File: config.mk
export PLATFORM = sky130hd
export DESIGN_NAME = ripple_cnt_capture
export DESIGN_NICKNAME = d
export VERILOG_FILES = /design/src/rtl/ripple_cnt_capture.sv
export SDC_FILE = /design/constraint.sdc
export NUM_CORES = 1
export LEC_CHECK = 0
export ABC_AREA = 1
export CORE_ASPECT_RATIO = 1.25
export CORE_MARGIN = 2
export CORE_UTILIZATION = 51
export CTS_CLUSTER_DIAMETER = 100
export DETAILED_ROUTE_END_ITERATION = 16
export PLACE_DENSITY = 0.77
export SYNTH_ARGS = -nofsm -noshare
export SYNTH_HDL_FRONTEND = slang
export SYNTH_SLANG_ARGS = --single-unit
File: constraint.sdc
create_clock -name clk -period 1.7 [get_ports clk]
set_clock_uncertainty 0.15 [all_clocks]
set_input_delay 0.425 -clock clk [delete_from_list [all_inputs] [get_ports clk]]
set_output_delay 0.425 -clock clk [all_outputs]
set_load 0.03 [all_outputs]
File: src/rtl/ripple_cnt_capture.sv
// ---------------------------------------------------------------------------
// ripple_cnt_capture
//
// Purpose:
//   Capture stage for an asynchronous ripple counter. Each counter bit is run
//   through a 2-flop synchronizer into the clk domain. A capture then samples
//   the synchronized value until it has matched itself on SETTLE_CYCLES
//   consecutive cycles. If that does not happen within MAX_TRIES cycles, the
//   current value is forced out and timeout_err is flagged. The result is
//   held behind a valid/ready handshake.
//
// Optional feature:
//   CAPTURE_DELTA_EN - when defined, keeps the previously accepted count and
//                      reports out_delta = out_count - prev_count (mod 2^WIDTH).
//                      When undefined, out_delta is tied to 0.
//
// Ports:
//   clk          in   single clock, all state on rising edge
//   rst          in   asynchronous active-high reset
//   cnt_in       in   ripple counter Q outputs (asynchronous to clk)
//   capture_req  in   one-cycle capture request, honoured only when idle
//   busy         out  capture in progress or result waiting
//   out_valid    out  result available
//   out_ready    in   consumer accepts the result
//   out_count    out  captured count
//   out_delta    out  difference from the previously accepted count
//   timeout_err  out  result was forced without settling
// ---------------------------------------------------------------------------
module ripple_cnt_capture #(
  parameter int WIDTH         = 4,
  parameter int SETTLE_CYCLES = 2,
  parameter int MAX_TRIES     = 8
) (
  input  logic             clk,
  input  logic             rst,
  input  logic [WIDTH-1:0] cnt_in,
  input  logic             capture_req,
  output logic             busy,
  output logic             out_valid,
  input  logic             out_ready,
  output logic [WIDTH-1:0] out_count,
  output logic [WIDTH-1:0] out_delta,
  output logic             timeout_err
);

  localparam int MW = $clog2(SETTLE_CYCLES + 1);
  localparam int TW = $clog2(MAX_TRIES + 1);
  localparam logic [MW-1:0] SETTLE_L = MW'(SETTLE_CYCLES);
  localparam logic [TW-1:0] MAX_L    = TW'(MAX_TRIES);

  typedef enum logic [1:0] {
    ST_IDLE   = 2'd0,
    ST_SAMPLE = 2'd1,
    ST_HOLD   = 2'd2
  } state_t;

  state_t           state_q, state_d;
  logic [WIDTH-1:0] sync1_q, sync2_q;
  logic [WIDTH-1:0] sample_q, sample_d;
  logic [MW-1:0]    match_cnt_q, match_cnt_d;
  logic [TW-1:0]    tries_q, tries_d;
  logic             busy_q, busy_d;
  logic             out_valid_q, out_valid_d;
  logic [WIDTH-1:0] out_count_q, out_count_d;
  logic             timeout_err_q, timeout_err_d;
`ifdef CAPTURE_DELTA_EN
  logic [WIDTH-1:0] prev_count_q, prev_count_d;
  logic [WIDTH-1:0] out_delta_q, out_delta_d;
`endif

  logic [WIDTH-1:0] sync_val_s;
  logic             same_s;
  logic [MW-1:0]    match_inc_s;
  logic [TW-1:0]    tries_inc_s;
  logic             accept_s;

  assign sync_val_s  = sync2_q;
  assign same_s      = (sync_val_s == sample_q);
  assign match_inc_s = match_cnt_q + {{(MW-1){1'b0}}, 1'b1};
  assign tries_inc_s = tries_q + {{(TW-1){1'b0}}, 1'b1};
  assign accept_s    = out_valid_q & out_ready;

  // Two-flop synchronizer on every ripple counter bit
  always_ff @(posedge clk or posedge rst) begin
    if (rst) begin
      sync1_q <= {WIDTH{1'b0}};
      sync2_q <= {WIDTH{1'b0}};
    end else begin
      sync1_q <= cnt_in;
      sync2_q <= sync1_q;
    end
  end

  // Next-state and next-output logic for the capture FSM
  always_comb begin
    state_d       = state_q;
    sample_d      = sample_q;
    match_cnt_d   = match_cnt_q;
    tries_d       = tries_q;
    busy_d        = busy_q;
    out_valid_d   = out_valid_q;
    out_count_d   = out_count_q;
    timeout_err_d = timeout_err_q;
`ifdef CAPTURE_DELTA_EN
    prev_count_d  = prev_count_q;
    out_delta_d   = out_delta_q;
`endif

    case (state_q)
      ST_IDLE: begin
        if (capture_req) begin
          state_d     = ST_SAMPLE;
          sample_d    = sync_val_s;
          match_cnt_d = {MW{1'b0}};
          tries_d     = {TW{1'b0}};
          busy_d      = 1'b1;
        end else begin
          state_d = ST_IDLE;
        end
      end

      ST_SAMPLE: begin
        tries_d = tries_inc_s;
        // A mismatch restarts the stability run from the new value
        if (same_s) begin
          match_cnt_d = match_inc_s;
        end else begin
          match_cnt_d = {MW{1'b0}};
          sample_d    = sync_val_s;
        end
        // Settling wins over timeout when both happen on the same edge
        if (same_s && (match_inc_s == SETTLE_L)) begin
          state_d       = ST_HOLD;
          out_valid_d   = 1'b1;
          out_count_d   = sample_q;
          timeout_err_d = 1'b0;
`ifdef CAPTURE_DELTA_EN
          out_delta_d   = sample_q - prev_count_q;
`endif
        end else if (tries_inc_s == MAX_L) begin
          state_d       = ST_HOLD;
          out_valid_d   = 1'b1;
          out_count_d   = sync_val_s;
          timeout_err_d = 1'b1;
`ifdef CAPTURE_DELTA_EN
          out_delta_d   = sync_val_s - prev_count_q;
`endif
        end else begin
          state_d = ST_SAMPLE;
        end
      end

      ST_HOLD: begin
        if (accept_s) begin
          state_d      = ST_IDLE;
          out_valid_d  = 1'b0;
          busy_d       = 1'b0;
`ifdef CAPTURE_DELTA_EN
          prev_count_d = out_count_q;
`endif
        end else begin
          state_d = ST_HOLD;
        end
      end

      default: begin
        state_d     = ST_IDLE;
        out_valid_d = 1'b0;
        busy_d      = 1'b0;
      end
    endcase
  end

  // State, working registers and registered outputs
  always_ff @(posedge clk or posedge rst) begin
    if (rst) begin
      state_q       <= ST_IDLE;
      sample_q      <= {WIDTH{1'b0}};
      match_cnt_q   <= {MW{1'b0}};
      tries_q       <= {TW{1'b0}};
      busy_q        <= 1'b0;
      out_valid_q   <= 1'b0;
      out_count_q   <= {WIDTH{1'b0}};
      timeout_err_q <= 1'b0;
`ifdef CAPTURE_DELTA_EN
      prev_count_q  <= {WIDTH{1'b0}};
      out_delta_q   <= {WIDTH{1'b0}};
`endif
    end else begin
      state_q       <= state_d;
      sample_q      <= sample_d;
      match_cnt_q   <= match_cnt_d;
      tries_q       <= tries_d;
      busy_q        <= busy_d;
      out_valid_q   <= out_valid_d;
      out_count_q   <= out_count_d;
      timeout_err_q <= timeout_err_d;
`ifdef CAPTURE_DELTA_EN
      prev_count_q  <= prev_count_d;
      out_delta_q   <= out_delta_d;
`endif
    end
  end

  assign busy        = busy_q;
  assign out_valid   = out_valid_q;
  assign out_count   = out_count_q;
  assign timeout_err = timeout_err_q;
`ifdef CAPTURE_DELTA_EN
  assign out_delta   = out_delta_q;
`else
  assign out_delta   = {WIDTH{1'b0}};
`endif

endmodule

==> flow_summary.json <==
{
  "synthAdderAreaFrac_pct": 2.15,
  "die_y_um": 57.4,
  "core_sq_um": 2190,
  "ys_warn_count": 0,
  "synth-xor-area-share_pct": 0.753,
  "fin_nets": 159,
  "area_growth_pct": 15.7,
  "setup_ws_ps": 45.6,
  "viasPerCell": 4.86,
  "clkPwrFrac_pct": 12.7,
  "wirelength_um": 2020,
  "cp_max_fo": 2,
  "grt_pass1_vias": 854,
  "max-cap-violations": 0,
  "num-fill-cells": 203,
  "dp_slack_ps": 2.58,
  "avgSynthCellArea_sq_um": 9.02,
  "gp_congestion": 0.733,
  "ir_drop_mv": 0.910,
  "crit_path_start_kind": "register",
  "hold_path.class": "reg -> reg",
  "stdcell_count": 179,
  "slew_viol_final": 0,
  "worstSetupPathType": "reg -> out",
  "drc": 0,
  "drtPass1Iterations": 4,
  "hpwl_um": 1530,
  "setup_viol_count_final": 0,
  "intPower_w": 0.00127,
  "combPwrFrac_pct": 42.8,
  "crit_path_cell_trace": "clkdlybuf4s15_1",
  "fin_setup_tns_ps": 0,
  "rows": 19,
  "fin_crit_ps": 1650,
  "yosys-mux-area-fraction_pct": 0,
  "ys_types": 20,
  "p_seq_share_pct": 44.5,
  "num_antenna_cells": 0,
  "synthSimpleGateAreaFrac_pct": 27.3,
  "drive_gt1_share_pct": 13.5,
  "post-route-period-util_pct": 97.3,
  "cts_tree": "built",
  "clock-sinks": 27,
  "root_buffer": "clkbuf_4",
  "vias": 870,
  "numCtsBuffers": 3,
  "dp.cells": 175,
  "grt_max_degree": 28,
  "ys_ff_latch": 27,
  "grt.overflow.total": 0,
  "synth.cell_area_sq_um": 1160,
  "total_leakage_power_nw": 0.719,
  "synth_cells": 129,
  "clk_pin_slew_ps": 150,
  "dpl_cell_area_sq_um": 1340,
  "htree_num_levels": 1,
  "crit_slowest_cell": "dfrtp_1",
  "synth_top_family_by_area": "simple AND/OR/NAND/NOR gates",
  "crit_arrival_ps": 1080,
  "cp-end-kind": "output port",
  "status": "complete, no violations",
  "p_sw_w": 0.000979,
  "grt_usage_pct": 17.7,
  "portBuffers": 14,
  "dieArea_sq_um": 2680,
  "hold_viol": 0,
  "synth-compound-area-share_pct": 3.55,
  "timing.critical_path.buf_inv": 1,
  "clockBufferDepth": 2,
  "wl_per_cell_um": 11.3,
  "path_delay_family": "flip-flops",
  "cpPeakStageDelay_ps": 410,
  "io_pins": 19,
  "post-cts-setup-buffers": 0,
  "max_freq_mhz": 604,
  "p_per_area_nw_per_um2": 1670,
  "p_sw_share_pct": 43.6,
  "initial_utilization_pct": 53.2,
  "grt_pass1_wl_um": 3400,
  "antenna_left": 0,
  "rsz0062_at_grt": "no",
  "drtIter0Drc": 13,
  "antenna_found_initial": 0,
  "worstPathRequired_ps": 1120,
  "fin_area_sq_um": 1350,
  "clkLatencyLatePin_ps": 330,
  "die_w_um": 46.7,
  "fin_total_pwr_w": 0.00225,
  "ys_seq_area_share_pct": 58.1
}
==> power groups by stage <==
stage               Sequential (W)  Combinational (W)  Clock, W
finish                     0.00100           0.000961  0.000286
global route               0.00102            0.00108  0.000325
CTS                       0.000997           0.000989  0.000298
detailed placement         0.00101            0.00103         0
global placement          0.000995           0.000981         0
floorplan                  0.00113           0.000575         0
==> sequential cells by signal, indices dropped and copies added (netlist names) <==
register / flops
match_cnt_q: 2
sync1_q: 4
out_valid: 1
busy: 1
sample_q: 4
out_count: 4
timeout_err: 1
state_q: 2
tries_q: 4
sync2_q: 4
==> per-stage QoR <==
stage / hold slack [ps] / util [%]
after global placement: 184 / 61.3
after detailed placement: 186 / 61.3
after global routing: 225 / 61.6
after CTS: 220 / 62.4
final: 218 / 61.6
after floorplan: 181 / -
==> repair_timing <==
item                       CTS  global route
hold buffers                 0             0
setup endpoints to repair    7             7
gates resized for setup      9            10
==> placed cells by master, fill, tap and decap left out, types with 3 or more instances in the layout <==
master,n
buf_4,3
clkbuf_2,5
clkbuf_4,3
clkdlybuf4s50_1,7
conb_1,4
dfrtp_1,27
inv_1,14
nand2_1,45
nand2_2,3
nand3_1,14
nor2_1,4
o21ai_0,3
==> synth_stat cells <==
library cell,count,area (sq um)
conb_1,1,3.75
buf_4,4,30.0
o22ai_1,1,6.26
dfrtp_1,27,676
o31ai_1,1,7.51
buf_2,1,5.00
nor2_2,2,12.5
o211ai_1,1,7.51
nand3_1,14,70.1
nand3_2,1,10.0
o21ai_0,3,15.0
nand2_2,3,18.8
a21oi_1,1,5.00
clkinv_1,1,3.75
nor2_1,4,15.0
xor2_1,1,8.76
ha_1,2,25.0
inv_1,14,52.6
nand2_1,45,169
nand2_4,2,22.5
==> layer usage <==
| metal | routed length (um) | global-route usage (%) |
|---|---|---|
| met1 | 795 | 20.6 |
| met2 | 1040 | 28.4 |
| met3 | 91 | 4.11 |
| met4 | 93 | 10.7 |
| met5 | 0 | 0 |
==> final timing paths <==
kind / from / endpoint / slack (ps) / cells after the start
max in group asynchronous: rst / out_count[2] / 890 / 3
min reg2reg: sync1_q[1] / sync2_q[1] / 220 / 0
max: timeout_err / timeout_err / 50 / 1
min: sync1_q[1] / sync2_q[1] / 220 / 0
min in group asynchronous: rst / tries_q[3] / 270 / 3
max reg2reg: tries_q[2] / out_count[1] / 250 / 7
==> logic make-up (layout without fill, tap and decap cells) <==
logic type | after synthesis | in the layout
adder cells (fa/ha/maj) | 2 | 2
AND/OR/NAND/NOR | 71 | 71
XOR/XNOR | 1 | 1
buffers and inverters | 20 | 36
other | 1 | 4
flip-flops | 27 | 27
AO/OA/AOI/OAI | 7 | 7
==> cell type report <==
class,count,area [sq um],area share [%]
inverters,15,56.3,4.18
flip-flops and latches,27,676,50.2
multi-input cells,85,408,30.3
clock buffers,3,22.5,1.67
well taps,31,38.8,2.88
repair buffers,17,138,10.2
clock inverters,1,7.51,0.558
(Power assumes the default switching activity.)
